==> config.mk <==
export PLATFORM = sky130hd
export DESIGN_NAME = fw_loader
export DESIGN_NICKNAME = d
export VERILOG_FILES = /design/src/rtl/fw_loader.sv
export SDC_FILE = /design/constraint.sdc
export NUM_CORES = 1
export LEC_CHECK = 0
export CAP_MARGIN = 10
export CORE_AREA = 2 2 77 79
export CTS_BUF_LIST = sky130_fd_sc_hd__clkbuf_4 sky130_fd_sc_hd__clkbuf_8
export CTS_CLUSTER_DIAMETER = 60
export DETAILED_ROUTE_END_ITERATION = 10
export DIE_AREA = 0 0 79 81
export PLACE_DENSITY = 0.95
export SLEW_MARGIN = 20
export SYNTH_ARGS = -nofsm -noshare
export SYNTH_HDL_FRONTEND = slang
export SYNTH_SLANG_ARGS = --single-unit
==> constraint.sdc <==
create_clock -name clk -period 2.7 [get_ports clk]
set_clock_uncertainty 0.15 [all_clocks]
set_input_delay 0.54 -clock clk [delete_from_list [all_inputs] [get_ports clk]]
set_output_delay 0.54 -clock clk [all_outputs]
set_load 0.02 [all_outputs]
==> src/rtl/fw_loader.sv <==
// fw_loader: boot-time firmware loader placed in front of the cpu core.
// Streams FW_LENGTH words from a valid/ready source into the core's RAM
// write port, keeps the core in reset while loading, then releases it
// RELEASE_DELAY cycles after the last accepted word.
// Optional checksum word and ERROR state: define FW_CHECKSUM_EN.
//
// Handshake: a word transfers on a rising edge where s_valid and s_ready are
// both 1; s_ready is combinational from the state and never depends on
// s_valid; s_valid while s_ready is 0 has no effect.
module fw_loader #(
  parameter int CPU_WIDTH     = 32,
  parameter int RAM_WIDTH     = 31,
  parameter int FW_LENGTH     = 19,
  parameter int COUNTER_WIDTH = 12,
  parameter int RELEASE_DELAY = 4
) (
  input  logic                 clk,
  input  logic                 a_reset_n,
  input  logic                 s_valid,
  input  logic [CPU_WIDTH-1:0] s_data,
  output logic                 s_ready,
  output logic                 ram_we,
  output logic [RAM_WIDTH-1:0] ram_addr,
  output logic [CPU_WIDTH-1:0] ram_wdata,
  output logic                 cpu_reset_n,
  output logic                 load_done,
  output logic                 load_error,
  output logic [2:0]           fsm_state
);

  typedef enum logic [2:0] {
    LOAD    = 3'd0,
    CHECK   = 3'd1,
    RELEASE = 3'd2,
    RUN     = 3'd3,
    ERROR   = 3'd4
  } state_t;

  // An empty image skips straight to the release countdown.
  localparam state_t RESET_STATE = (FW_LENGTH == 0) ? RELEASE : LOAD;
  localparam int DW = (RELEASE_DELAY > 1) ? $clog2(RELEASE_DELAY) : 1;
  localparam logic [DW-1:0] DELAY_LAST = DW'(RELEASE_DELAY - 1);
  localparam logic [COUNTER_WIDTH-1:0] LAST_WORD = COUNTER_WIDTH'(FW_LENGTH - 1);

  state_t                   state;
  state_t                   next_state;
  logic [COUNTER_WIDTH-1:0] word_cnt;
  logic [DW-1:0]            delay_cnt;
  logic                     handshake;
  logic                     last_word;
  logic                     release_done;

  assign handshake    = s_valid & s_ready;
  assign last_word    = (word_cnt == LAST_WORD);
  assign release_done = (state == RELEASE) && (delay_cnt == DELAY_LAST);
  assign fsm_state    = state;

`ifdef FW_CHECKSUM_EN
  logic [CPU_WIDTH-1:0] sum;
  logic                 sum_ok;
  assign sum_ok = (s_data == sum);
`endif

  // State register.
  always_ff @(posedge clk or negedge a_reset_n) begin
    if (!a_reset_n) state <= RESET_STATE;
    else            state <= next_state;
  end

  // Next-state decode and the combinational ready.
  always_comb begin
    next_state = state;
    s_ready    = 1'b0;
    case (state)
      LOAD: begin
        s_ready = 1'b1;
        if (handshake && last_word) begin
`ifdef FW_CHECKSUM_EN
          next_state = CHECK;
`else
          next_state = RELEASE;
`endif
        end
      end
`ifdef FW_CHECKSUM_EN
      CHECK: begin
        s_ready = 1'b1;
        if (handshake) next_state = sum_ok ? RELEASE : ERROR;
      end
      ERROR:   next_state = ERROR;
`endif
      RELEASE: if (release_done) next_state = RUN;
      RUN:     next_state = RUN;
      default: next_state = RESET_STATE;
    endcase
  end

  // RAM write port, word counter, release countdown and core reset.
  always_ff @(posedge clk or negedge a_reset_n) begin
    if (!a_reset_n) begin
      ram_we      <= 1'b0;
      ram_addr    <= '0;
      ram_wdata   <= '0;
      cpu_reset_n <= 1'b0;
      load_done   <= 1'b0;
      word_cnt    <= '0;
      delay_cnt   <= '0;
    end else begin
      ram_we <= 1'b0;
      if (state == LOAD && handshake) begin
        ram_we    <= 1'b1;
        ram_addr  <= RAM_WIDTH'({word_cnt, 2'b00});
        ram_wdata <= s_data;
        word_cnt  <= word_cnt + 1'b1;
      end
      if (state == RELEASE) begin
        if (release_done) begin
          cpu_reset_n <= 1'b1;
          load_done   <= 1'b1;
        end else begin
          delay_cnt <= delay_cnt + 1'b1;
        end
      end
    end
  end

`ifdef FW_CHECKSUM_EN
  // Running wrap-around sum of data words and the sticky error flag.
  always_ff @(posedge clk or negedge a_reset_n) begin
    if (!a_reset_n) begin
      sum        <= '0;
      load_error <= 1'b0;
    end else begin
      if (state == LOAD && handshake) sum <= sum + s_data;
      if (state == CHECK && handshake && !sum_ok) load_error <= 1'b1;
    end
  end
`else
  assign load_error = 1'b0;
`endif

endmodule

==> run metrics, run 1 <==
pwr/cell area=1210 nW/um^2; Post-Synthesis Mean Instance Area=14.2 um^2; Nets=310; Worst Reg-to-Reg Cells=3; chip height=81 um; initial antenna violation count=0; synthesized area=2580 um^2; post-route clock period utilization=83.5%; vias in the first global route=1660; # Post-CTS Setup Buffers=0; Num CTS Buffers=9; share of cells above drive strength 1=24.3%; outcome=finished clean; minimum clock period=2.26 ns; main area contributors after synthesis=dfrtp_1 (60%), mux2_2 (20%), buf_4 (6.4%), xnor2_1 (2.7%), ha_1 (1.5%); GRT Total Usage=16.4%; Synth top area share=60.1%; post-synth cell types=24; IO Pins=106; vias per cell=4.75; Setup TNS=0 ns; combinational power share=43.2%; top_reg_cell synth=dfrtp_1; GPL Wtd Cong=0.730; clk buf depth=2; Critical Path AT=1.57 ns; crit end category=output pin; Clock power frac=20.4%; Hold Buf Count CTS=0; HP Class=input port to asynchronous set/reset pin; leakage=1.61 nW; Die ar.=6400 um^2; DR iter-0 viols=24; most common cell in the netlist=dfrtp_1; CTS Sinks=62; Post-synth top cells=dfrtp_1 (62), mux2_2 (45), buf_4 (22); Power Internal=2.91 mW; post-route ant nets=0; Crit path required time=2.01 ns; Reg power frac=36.4%; Routed wire per std cell=14.2 um; row count=28; first-pass GRT wire length=7850 um; Startpoint Class=flip-flop; Achievable Freq=443 MHz; Vias=1666; GR Overflow Total=0; CTS root buf=clkbuf_8; total routed wirelength=4970 um; Post-Layout Inst Area=3650 um^2; Synth Instances=182; clk slew on worst S/H paths=0.07 ns; Max Cap Violations=0; DRC viols=0; Final Hold Viols=0; DR pass1 iterations=4; worst setup path class=flip-flop to output pin; largest net degree at the start of global routing=35; Sw Pwr=1.49 mW; Layout Utilization=64.3%; worst-path maximum fanout=7; ys async rst share=100%; RSZ-0062 raised after global routing=false; Starting Density=45.5%; Setup-failing EPs final=0; Tightest Pin Transition=0.658 ns; Slew Viols, Final=0; Max-Slew Margin vs Limit=56.1%; clk_lat worst skew=0.33 ns; Post-synth EDFFs=0; Placed Area=3430 um^2; register area share after synthesis=60.1%; largest area contributor in the netlist=dfrtp_1; Final HPWL DP=3690 um; CTS tree=yes; Area Overhead vs Synth=41.4%; Syn. warnings=0; Port-buffer cells=84; cts repair resizes=0; CTS H-Tree Depth=3; flip-flop and latch count after synthesis=62; core area=5680 um^2; Max VDD drop=0.000741 V; total power=4.40 mW; Switching Share=33.8%; ANT cells=0; Die W=79 um
-- cells in the final DEF (no fill, tap or decap) --
cell and n:
clkdlybuf4s50_1 83, ha_1 3, a41o_1 1, nor3b_1 1, mux2_2 45, bufinv_16 2
clkinv_2 2, and3_1 2, nor3_1 1, a31o_2 1, nand3_1 2, nor2_1 5
a21oi_1 1, nor4_1 2, nand2_1 5, dfrtp_1 62, buf_2 1, xor2_1 4
inv_1 3, nand4_1 4, nor3b_4 1, nor3_2 1, o21a_1 1, conb_1 21
clkbuf_8 11, xnor2_1 8, buf_4 2, buf_12 1
-- sequential cells by signal, indices dropped and copies added, names as in the netlist --
register	flops
ram_we	1
word_cnt	12
fsm_state	2
delay_cnt	2
ram_wdata	32
ram_addr	12
load_done	1
-- kinds of logic (layout without fill, tap and decap cells) --
| logic type | after synthesis | in the layout | synth area share (%) |
|---|---|---|---|
| AOI/OAI and AO/OA | 4 | 4 | 1.21 |
| xor gates and xnor gates | 12 | 12 | 4.07 |
| adders and majority gates | 3 | 3 | 1.46 |
| buffers and inverters | 31 | 105 | 7.95 |
| DFF | 62 | 62 | 60.1 |
| muxes | 45 | 45 | 19.6 |
| other | 1 | 21 | 0.145 |
| and+or+nand+nor | 24 | 24 | 5.38 |
-- worst max-delay path: stages (launching register included) --
cell             delay (ns)
dfrtp_1                0.48
nor2_1                 0.14
clkdlybuf4s50_1        0.61
-- metal layers --
layer  GRT usage (%)  wire length [um]  up-vias  part of all wire, %
li1                -                 -      759                    -
met1            20.2              2100      820                   42
met2            26.1              2430       77                   49
met3            5.89               365       10                  7.3
met4            7.24                81        0                  1.6
met5               0                 0        -                    0
-- per-stage QoR --
stage / hold WS [ns] / setup slack, ns / instances
finish: 0.0831 / 0.444 / 351
global route: 0.120 / 0.390 / 351
floorplan: 0.0944 / 1.02 / 202
detailed placement: 0.324 / 0.318 / 336
global placement: 0.310 / 0.405 / 336
CTS: 0.0902 / 0.414 / 351
-- final cells by class --
| type | count | area (um^2) |
|---|---|---|
| clock inverters | 4 | 70.1 |
| well taps | 75 | 93.8 |
| inverters | 3 | 11.3 |
| fillers | 425 | 2030 |
| repair buffers | 87 | 871 |
| clock buffers | 11 | 151 |
| multi-input cells | 109 | 898 |
| flip-flops and latches | 62 | 1550 |
-- path summary, 6_finish.rpt --
check	slack, ns	startpoint	end
setup / recovery	0.44	fsm_state[1]	s_ready
hold / removal	0.08	a_reset_n	ram_wdata[27]
setup reg to reg	0.84	fsm_state[1]	ram_wdata[25]
hold reg to reg	0.34	delay_cnt[0]	delay_cnt[0]
max in group asynchronous	1.71	a_reset_n	ram_addr[13]
min in group clk	0.34	delay_cnt[0]	delay_cnt[0]
-- power groups by stage --
| stage | Combinational, mW | Clock (mW) | Sequential [mW] |
|---|---|---|---|
| finish | 1.90 | 0.897 | 1.60 |
| global route | 2.03 | 0.965 | 1.66 |
| CTS | 1.93 | 0.921 | 1.61 |
| detailed placement | 1.93 | 0 | 1.63 |
| global placement | 1.87 | 0 | 1.59 |
| floorplan | 0.712 | 0 | 1.96 |
(Power assumes the default switching activity.)
==> run 2, diff against run 1 <==
CORE_AREA = 2 2 84 86   (was 2 2 77 79)
DIE_AREA = 0 0 86 88   (was 0 0 79 81)
PLACE_DENSITY = 0.88   (was 0.95)
clock period = 2 ns   (was 2.7 ns; I/O delays follow)
==> run 2 against run 1 <==
- sequential power up 35%
- count of clock-buffer cells in the layout increased by 2
- die area up 18%
- register-to-register slack got worse by 0.53 ns
- critical endpoint is now ram_wdata[13]
- largest power group unchanged
==> run metrics, run 2 (same netlist as run 1, synthesis figures left out) <==
Crit path required time=1.45 ns; # Post-CTS Setup Buffers=0; CTS Sinks=62; Largest register FFs=32; worst-path maximum fanout=2; total routed wirelength=5070 um; Final Hold Viols=0; ANT cells=0; GPL Wtd Cong=0.710; Starting Density=38.8%; chip height=88 um; Die W=86 um; initial antenna violation count=0; CTS H-Tree Depth=3; Biggest register=ram_wdata; Post-Layout Inst Area=3730 um^2; IO Pins=106; HP Class=flip-flop to flip-flop; Worst Reg-to-Reg Cells=5; Final HPWL DP=3570 um; Num CTS Buffers=9; Max VDD drop=0.000684 V; CTS tree=yes; Routed wire per std cell=13.9 um; Placed Area=3500 um^2; row count=30; vias per cell=4.64; Area Overhead vs Synth=44.5%; clk slew on worst S/H paths=0.07 ns; DR pass1 iterations=4; Vias=1689; Achievable Freq=535 MHz; Port-buffer cells=84; GRT Total Usage=14.0%; Nets=317; # placed instances=347; post-route ant nets=0; Reg2Reg Setup Slack=0.31 ns; DR iter-0 viols=43; GR Overflow Total=0; first-pass GRT wire length=8090 um; Slowest cell on crit path=clkdlybuf4s50_1; Largest regs=ram_wdata (32), ram_addr (12), word_cnt (12); CP max stage delay=0.63 ns; critical-path cell list=clkdlybuf4s50_1; CP Buf/Inv Count=1; leading cell type in the layout, fill and taps excluded=clkdlybuf4s50_1; most frequent cells in the layout=clkdlybuf4s50_1 (80), dfrtp_1 (62), mux2_2 (45), conb_1 (21), clkbuf_8 (13); leakage=1.65 nW; Final Non-Filler Cells=364; Die ar.=7570 um^2; Max Cap Violations=0; vias in the first global route=1616; worst setup path class=flip-flop to output pin; clk_lat worst skew=0.33 ns; outcome=finished clean; CTS root buf=clkbuf_8; Setup-failing EPs final=0; Critical Path Stages=1; clk buf depth=2; Startpoint Class=flip-flop; RSZ-0062 raised after global routing=false; core area=6640 um^2; largest net degree at the start of global routing=63; fillers=553; DRC viols=0; Top delay family on crit path=buffers and inverters; crit end category=output pin; post-route clock period utilization=93.5%; Setup TNS=0 ns; Critical Path AT=1.32 ns; minimum clock period=1.87 ns; share of cells above drive strength 1=26.1%; pwr/cell area=1610 nW/um^2; Hold Crit Depth=1; Slew Viols, Final=0
==> run 2: cell count changes in the layout (fill, tap and decap cells not counted), sizes merged <==
| cell | previous run | this run |
|---|---|---|
| buf | 4 | 10 |
| clkdlybuf4s50 | 83 | 80 |
| clkbuf | 11 | 13 |
| dlygate4sd3 | 0 | 1 |
| bufinv | 2 | 1 |
| dlygate4sd2 | 0 | 3 |
==> run 2: path summary, 6_finish.rpt <==
path,start,end
min reg2reg,delay_cnt[0],delay_cnt[0]
max in group asynchronous,a_reset_n,ram_wdata[3]
min in group asynchronous,a_reset_n,ram_wdata[18]
max,ram_wdata[13],ram_wdata[13]
max reg2reg,fsm_state[1],word_cnt[10]
min,delay_cnt[0],delay_cnt[0]
==> run 2: power by group <==
part / total [mW] / internal (mW) / switching [mW] / leakage (nW)
registers: 2.16 / 1.78 / 0.378 / 0.756
clock network: 1.17 / 0.707 / 0.464 / 0.115
logic: 2.67 / 1.46 / 1.21 / 0.783
==> run 2: per-stage QoR <==
stage	setup slack [ns]	power (mW)	hold WS (ns)	util, %
after floorplan	0.320	3.61	-0.0456	-
after global placement	0.0178	4.81	0.281	52.7
after detailed placement	-0.0503	4.90	0.285	52.7
after CTS	0.106	6.09	0.340	56.1
after global routing	0.0776	6.35	0.341	56.1
final	0.131	6.00	0.341	56.1
==> run 2: what timing repair did <==
action / in CTS / in global routing
resized for setup: 3 / 0
hold endpoints to repair: 62 / 0
hold buffers: 1 / 0
endpoints found under the setup margin: 3 / 0
==> run 2: cell type report <==
class | instances | area [um^2] | share of cell area [%]
Inverter | 3 | 11.3 | 0.302
Tap cell | 80 | 100 | 2.69
Multi-Input combinational cell | 109 | 898 | 24.1
Clock buffer | 13 | 179 | 4.80
Clock inverter | 3 | 40.0 | 1.07
Timing Repair Buffer | 94 | 947 | 25.4
Sequential cell | 62 | 1550 | 41.6
==> run 2: per-layer routing <==
layer	GRT usage [%]	vias to the layer above	routed length (um)
met1	18.6	830	2210
met5	0	-	0
li1	-	781	-
met4	7.22	0	78
met2	21.0	70	2440
met3	4.05	8	336
==> run 3, diff against run 2 <==
CTS_CLUSTER_DIAMETER = 120   (was 60)
==> results of run 3 <==
The final DEF is identical to that of run 2; final timing and power are the same.
